===== src/rtl/press_game_core_if.sv =====
// press_game_core_if: sprite draw command handshake between the game core (master) and the drawer (slave).
interface press_game_core_if #(
    parameter int LANE_W = 2
);
    logic              draw_req;
    logic [LANE_W-1:0] draw_pos;
    logic              draw_item;
    logic              draw_erase;
    logic              draw_ack;
    modport master (output draw_req, draw_pos, draw_item, draw_erase, input draw_ack);
    modport slave (input draw_req, draw_pos, draw_item, draw_erase, output draw_ack);
endinterface


===== src/rtl/press_game_core.sv =====
// press_game_core: press sweep, garbage spawn/expiry, hit/miss scoring and serialized draw commands.
// Define SCORE_BCD_EN for packed-BCD score/miss counters (binary saturating otherwise).
module press_game_core #(
    parameter int NUM_LANES = 4,
    parameter int LANE_W    = 2,
    parameter int SCORE_W   = 8,
    parameter int GARB_TTL  = 6
) (
    input  logic               CLOCK_50,
    input  logic               reset_n,
    input  logic               tick,
    input  logic               hit_n,
    input  logic [LANE_W-1:0]  rng,
    press_game_core_if.master  draw,
    output logic [LANE_W-1:0]  press_pos,
    output logic               garb_valid,
    output logic [LANE_W-1:0]  garb_pos,
    output logic [SCORE_W-1:0] score,
    output logic [SCORE_W-1:0] miss_count
);
    typedef enum logic [2:0] {IDLE, G_ERASE, P_ERASE, P_DRAW, G_DRAW} state_t;
    localparam logic [LANE_W-1:0] TOP = LANE_W'(NUM_LANES - 1);
    localparam logic [LANE_W-1:0] ONE = LANE_W'(1);

    state_t             state_q, state_d;
    logic [LANE_W-1:0]  press_q, press_d, prev_q, prev_d, gpos_q, gpos_d;
    logic [LANE_W-1:0]  epos_q, epos_d, dpos_q, dpos_d, lane;
    logic               up_q, up_d, gval_q, gval_d, hprev_q;
    logic               pp_q, pp_d, pgd_q, pgd_d, pge_q, pge_d;
    logic               req_q, req_d, item_q, item_d, ers_q, ers_d;
    logic [7:0]         ttl_q, ttl_d;
    logic [SCORE_W-1:0] score_q, score_d, miss_q, miss_d, miss_1;
    logic               hit_ev, hit_ok, expire, spawn, clear, ack, pp_keep, in_gd;

    function automatic logic [SCORE_W-1:0] inc(input logic [SCORE_W-1:0] x);
`ifdef SCORE_BCD_EN
        logic [SCORE_W-1:0] y;
        logic               c;
        y = x;
        c = 1'b1;
        for (int i = 0; i < SCORE_W / 4; i++) begin
            if (c && y[4*i +: 4] == 4'd9) begin
                y[4*i +: 4] = 4'd0;
            end else if (c) begin
                y[4*i +: 4] = y[4*i +: 4] + 4'd1;
                c = 1'b0;
            end
        end
        return c ? x : y;
`else
        return &x ? x : x + SCORE_W'(1);
`endif
    endfunction

    assign lane   = (32'(rng) < NUM_LANES) ? rng : LANE_W'(32'(rng) - 32'(NUM_LANES));
    assign hit_ev = hprev_q & ~hit_n;
    assign hit_ok = hit_ev & gval_q & (press_q == gpos_q);
    assign expire = tick & gval_q & (ttl_q == 8'd1) & ~hit_ok;
    assign spawn  = tick & ~gval_q;
    assign clear  = hit_ok | expire;
    assign ack    = req_q & draw.draw_ack;

    always_comb begin
        state_d = state_q;
        req_d   = req_q;
        dpos_d  = dpos_q;
        item_d  = item_q;
        ers_d   = ers_q;
        if (ack) begin
            req_d   = 1'b0;
            state_d = (state_q == P_ERASE) ? P_DRAW : IDLE;
        end else if (state_q == P_DRAW && !req_q) begin
            req_d  = 1'b1;
            dpos_d = press_q;
            item_d = 1'b1;
            ers_d  = 1'b0;
        end else if (state_q == IDLE && (pge_q || pp_q || pgd_q)) begin
            req_d   = 1'b1;
            state_d = pge_q ? G_ERASE : pp_q ? P_ERASE : G_DRAW;
            dpos_d  = pge_q ? epos_q : pp_q ? prev_q : gpos_q;
            item_d  = ~pge_q & pp_q;
            ers_d   = pge_q | pp_q;
        end
    end

    always_comb begin
        pp_keep = pp_q & ~(ack & (state_q == P_ERASE));
        // A garbage draw already on the bus cannot be cancelled, so it must be erased instead.
        in_gd   = (state_q == G_DRAW) || (state_d == G_DRAW);
        press_d = !tick ? press_q
                : up_q  ? ((press_q == TOP) ? TOP - ONE : press_q + ONE)
                :         ((press_q == '0) ? ONE : press_q - ONE);
        up_d    = !tick ? up_q : up_q ? (press_q != TOP) : (press_q == '0);
        prev_d  = (tick & ~pp_keep) ? press_q : prev_q;
        pp_d    = tick | pp_keep;
        gval_d  = spawn ? 1'b1 : clear ? 1'b0 : gval_q;
        gpos_d  = spawn ? lane : gpos_q;
        ttl_d   = spawn ? 8'(GARB_TTL) : (tick & gval_q & ~clear) ? ttl_q - 8'd1 : ttl_q;
        epos_d  = clear ? gpos_q : epos_q;
        pge_d   = (clear & (~pgd_q | in_gd)) | (pge_q & ~(ack & (state_q == G_ERASE)));
        pgd_d   = spawn | (pgd_q & ~(clear & ~in_gd) & ~(ack & (state_q == G_DRAW)));
        score_d = hit_ok ? inc(score_q) : score_q;
        miss_1  = (hit_ev & ~hit_ok) ? inc(miss_q) : miss_q;
        miss_d  = expire ? inc(miss_1) : miss_1;
    end

    always_ff @(posedge CLOCK_50) begin
        if (!reset_n) begin
            state_q <= IDLE;
            press_q <= '0;
            up_q    <= 1'b1;
            prev_q  <= '0;
            pp_q    <= 1'b0;
            gval_q  <= 1'b0;
            gpos_q  <= '0;
            ttl_q   <= '0;
            epos_q  <= '0;
            pge_q   <= 1'b0;
            pgd_q   <= 1'b0;
            score_q <= '0;
            miss_q  <= '0;
            hprev_q <= 1'b1;
            req_q   <= 1'b0;
            dpos_q  <= '0;
            item_q  <= 1'b0;
            ers_q   <= 1'b0;
        end else begin
            state_q <= state_d;
            press_q <= press_d;
            up_q    <= up_d;
            prev_q  <= prev_d;
            pp_q    <= pp_d;
            gval_q  <= gval_d;
            gpos_q  <= gpos_d;
            ttl_q   <= ttl_d;
            epos_q  <= epos_d;
            pge_q   <= pge_d;
            pgd_q   <= pgd_d;
            score_q <= score_d;
            miss_q  <= miss_d;
            hprev_q <= hit_n;
            req_q   <= req_d;
            dpos_q  <= dpos_d;
            item_q  <= item_d;
            ers_q   <= ers_d;
        end
    end

    assign draw.draw_req   = req_q;
    assign draw.draw_pos   = dpos_q;
    assign draw.draw_item  = item_q;
    assign draw.draw_erase = ers_q;
    assign press_pos       = press_q;
    assign garb_valid      = gval_q;
    assign garb_pos        = gpos_q;
    assign score           = score_q;
    assign miss_count      = miss_q;
endmodule


===== src/flat_wrapper.sv =====
// flat-port wrapper written by rule: the top's interface ports become plain ports
module press_game_core_flat 
#(
    parameter int NUM_LANES = 4,
    parameter int LANE_W    = 2,
    parameter int SCORE_W   = 8,
    parameter int GARB_TTL  = 6
)
  (CLOCK_50, reset_n, tick, hit_n, rng, press_pos, garb_valid, garb_pos, score, miss_count, draw_draw_req, draw_draw_pos, draw_draw_item, draw_draw_erase, draw_draw_ack);
  press_game_core_if #(.LANE_W(LANE_W)) draw_i ();
  input  logic CLOCK_50;
  input  logic reset_n;
  input  logic tick;
  input  logic hit_n;
  input  logic [LANE_W-1:0] rng;
  output logic [LANE_W-1:0] press_pos;
  output logic garb_valid;
  output logic [LANE_W-1:0] garb_pos;
  output logic [SCORE_W-1:0] score;
  output logic [SCORE_W-1:0] miss_count;
  output wire logic [$bits(draw_i.draw_req)-1:0] draw_draw_req;
  output wire logic [$bits(draw_i.draw_pos)-1:0] draw_draw_pos;
  output wire logic [$bits(draw_i.draw_item)-1:0] draw_draw_item;
  output wire logic [$bits(draw_i.draw_erase)-1:0] draw_draw_erase;
  input wire logic [$bits(draw_i.draw_ack)-1:0] draw_draw_ack;
  assign draw_draw_req = draw_i.draw_req;
  assign draw_draw_pos = draw_i.draw_pos;
  assign draw_draw_item = draw_i.draw_item;
  assign draw_draw_erase = draw_i.draw_erase;
  assign draw_i.draw_ack = draw_draw_ack;
  press_game_core #(.NUM_LANES(NUM_LANES), .LANE_W(LANE_W), .SCORE_W(SCORE_W), .GARB_TTL(GARB_TTL)) u_core (.CLOCK_50(CLOCK_50), .reset_n(reset_n), .tick(tick), .hit_n(hit_n), .rng(rng), .draw(draw_i), .press_pos(press_pos), .garb_valid(garb_valid), .garb_pos(garb_pos), .score(score), .miss_count(miss_count));
endmodule

===== config.mk =====
export PLATFORM = sky130hd
export DESIGN_NAME = press_game_core_flat
export DESIGN_NICKNAME = d
export VERILOG_FILES = /design/src/rtl/press_game_core_if.sv /design/src/rtl/press_game_core.sv /design/src/flat_wrapper.sv
export SDC_FILE = /design/constraint.sdc
export NUM_CORES = 1
export LEC_CHECK = 0
export BUFFER_PORTS_ARGS = -buffer_cell sky130_fd_sc_hd__buf_4
export CORE_MARGIN = 1
export CORE_UTILIZATION = 62
export DETAILED_ROUTE_END_ITERATION = 16
export HOLD_SLACK_MARGIN = 0.03
export PLACE_DENSITY = 0.89
export SLEW_MARGIN = 5
export SYNTH_ARGS = -nofsm -noshare
export SYNTH_HDL_FRONTEND = slang
export SYNTH_SLANG_ARGS = --single-unit

===== constraint.sdc =====
create_clock -name CLOCK_50 -period 5 [get_ports CLOCK_50]
set_clock_uncertainty 0.15 [all_clocks]
set_input_delay 1 -clock CLOCK_50 [delete_from_list [all_inputs] [get_ports CLOCK_50]]
set_output_delay 1 -clock CLOCK_50 [all_outputs]
set_load 0.005 [all_outputs]

==> flow_summary.ini <==
[status]
status = complete, no violations

[global_routing]
grt_max_degree = 34
grt_pass1_wl_um = 9340
grt_usage_pct = 27.3
overflow = 0
grt_pass1_vias = 2149
grt_antenna_before_repair = 0

[critical_path]
r2r-end = u_core.miss_count[4]
cp_slowest_cell = a31oi_2
criticalPathCategory = input port to flop
cp_max_fo = 9
reg2reg_from = u_core.miss_count[0]
cp-end-kind = flop
required_ps = 5050
cp_slowest_stage_delay_ps = 390
r2r_slack_ps = 1890
cp_data_arrival_time_ps = 3270
start_kind = input port
rr_worst_depth = 10
worstPathCellList = buf_4 > nand2b_1 > a31oi_2 > nand2_1 > xnor2_1 > ha_1 > nand3_2 > or2_1 > or3_1 > o211a_1

[yosys]
synth-edff-count = 0
synth_most_common_cell = dfxtp_1
synth-seq-cells = 46
syn_inst = 319
synthTopCellsByArea = dfxtp_1, nor2_1, a21oi_1
netlist.area_leader.share_pct = 34.9
synth_nets = 331
ys_seq_area_share_pct = 34.9
synth_area_um2 = 2640
async_flop_share_pct = 0
synth-main-ff-cell = dfxtp_1
syn_area_per_cell_um2 = 8.26
ys_types = 59
yosysTopAreaCell = dfxtp_1
synthTopCellsByCount = dfxtp_1, nor2_1, nand2_1
yosysWarnings = 0

[detailed_routing]
finalWirelength_um = 5740
drtIter0Drc = 252
via_per_inst = 6.21
num_vias = 2442
dr.pass1.iters = 5
remaining_drc_errors = 0
final_antenna_net_count = 0
wl_per_cell_um = 14.6

[power_and_ir_drop]
swShare_pct = 30.3
p_leak_nw = 1.18
powerDensity_nw_per_um2 = 268
p_int_mw = 0.551
power.switching_mw = 0.239
p_clk_share_pct = 29.3
pwr-share-seq_pct = 52.7
irDropWorstVdd_v = 0.000219
power_frac_comb_pct = 18.1

[cts]
cts_sinks = 46
htree_levels = 2
ctsHoldBuffers = 0
cts_buffers = 5
worstSkewPairLatency_ps = 300
post_cts_resized = 0
path_clk_slew_ps = 90
cts_tree = yes
clk_path_buf_depth = 2
cts_setup_buffers = 0
root_buffer = clkbuf_8

[die]
fp.dieH_um = 67.2
io_pins = 33
start_util_pct = 65.4
core-area_um2 = 4030
rows = 23
dieArea_um2 = 4510
die_w_um = 67.2

[timing]
max_freq_mhz = 310
hold_viol_final = 0
drv_slew = 0
rsz0062_at_grt = no
period_share_pct = 64.4
tightest_slew_ps = 1000
setup_tns_ps = 0
slew_headroom_pct = 33.2
setup_viol = 0
period_needed_ps = 3220

[layout]
fin_nets = 354
antenna_cells = 0
drive_above_1_share_pct = 16.3
area_growth_pct = 12.0
stdcell_area_um2 = 2950

[placement]
dp_hpwl_um = 4060
io_buffers = 32
gp_congestion = 0.885
place_area_um2 = 2860

[hold_path]
min_from = u_core.draw.draw_erase
hold_class = flop to flop
min_delay_worst_endpoint = u_core.draw.draw_erase
whs_path_depth = 2

[run]
drv_cap = 0
==> how the worst max path moves through the flow <==
stage / from / endpoint / slack (ps) / depth (start not counted)
4_1_cts: hit_n / u_core.miss_count[4] / 1810 / 10
3_3_place_gp: hit_n / u_core.miss_count[4] / 1590 / 10
2_1_floorplan: hit_n / u_core.miss_count[4] / 1790 / 10
6_report: hit_n / u_core.miss_count[4] / 1780 / 10
5_1_grt: hit_n / u_core.miss_count[4] / 1620 / 10
3_5_place_dp: hit_n / u_core.miss_count[4] / 1500 / 10
==> power groups by stage <==
stage	clock network, mW	logic [mW]	registers, mW
after global placement	0	0.138	0.423
after CTS	0.231	0.143	0.416
after detailed placement	0	0.141	0.424
after global routing	0.245	0.160	0.421
final	0.231	0.143	0.416
after floorplan	0	0.115	0.410
==> registers in the layout (all words and copies together) (netlist names), 2 cells and up <==
register	count
u_core.miss_count	8
u_core.score	8
u_core.ttl_q	8
u_core.state_q	3
u_core.draw.draw_pos	2
u_core.epos_q	2
u_core.garb_pos	2
u_core.press_pos	2
u_core.prev_q	2
==> kinds of logic (layout without fill, tap and decap cells) <==
group,after synthesis,count (layout),share of synthesized area (%)
multiplexers,11,11,4.23
XOR/XNOR,18,18,5.98
adder cells (fa/ha/maj),5,5,2.37
AND/OR/NAND/NOR,141,141,29.0
flip-flops,46,46,34.9
buffers and inverters,26,50,4.23
AO/OA/AOI/OAI,72,72,19.2
==> stage by stage <==
step / instances / power (mW) / util [%] / hold WS (ps) / setup slack, ps
final: 393 / 0.790 / 73.3 / 308 / 1780
after CTS: 393 / 0.790 / 73.3 / 311 / 1810
after global routing: 393 / 0.825 / 73.3 / 336 / 1620
after global placement: 385 / 0.561 / 71.1 / 291 / 1590
after detailed placement: 385 / 0.566 / 71.1 / 298 / 1500
after floorplan: 319 / 0.524 / - / 286 / 1790
==> metal layers <==
layer | global-route usage [%] | routed length [um] | vias to the layer above
li1 | - | - | 1208
met1 | 33.3 | 2600 | 1140
met2 | 46.0 | 2770 | 77
met3 | 6.08 | 252 | 17
met4 | 11.4 | 119 | 0
met5 | 0 | 0 | -
==> layout make-up <==
| type | instances | area (um2) |
|---|---|---|
| fillers | 327 | 1080 |
| inverters | 10 | 37.5 |
| repair buffers | 32 | 240 |
| clock buffers | 5 | 68.8 |
| clock inverters | 3 | 18.8 |
| well taps | 50 | 62.6 |
| flip-flops and latches | 46 | 921 |
| multi-input cells | 247 | 1600 |
==> placed cells by master, fill, tap and decap left out, types with 6 or more instances in the layout <==
| cell type | netlist | final |
|---|---|---|
| mux2i_1 | 10 | 10 |
| dfxtp_1 | 46 | 46 |
| a21oi_1 | 22 | 22 |
| inv_1 | 10 | 10 |
| o21ai_0 | 11 | 11 |
| nand4_1 | 9 | 9 |
| nand3_1 | 12 | 12 |
| and2_1 | 7 | 7 |
| nand2_1 | 29 | 29 |
| nand2b_1 | 7 | 7 |
| xor2_1 | 12 | 12 |
| buf_4 | 0 | 32 |
| nor2_1 | 35 | 35 |
| xnor2_1 | 6 | 6 |
==> critical path, delay by kind of cell <==
kind | cells | cell delay [ps]
compound gates | 2 | 590
xor+xnor | 1 | 250
fa+ha+maj | 1 | 240
buf+inv | 1 | 110
simple gates | 5 | 1090
(Power assumes the default switching activity.)
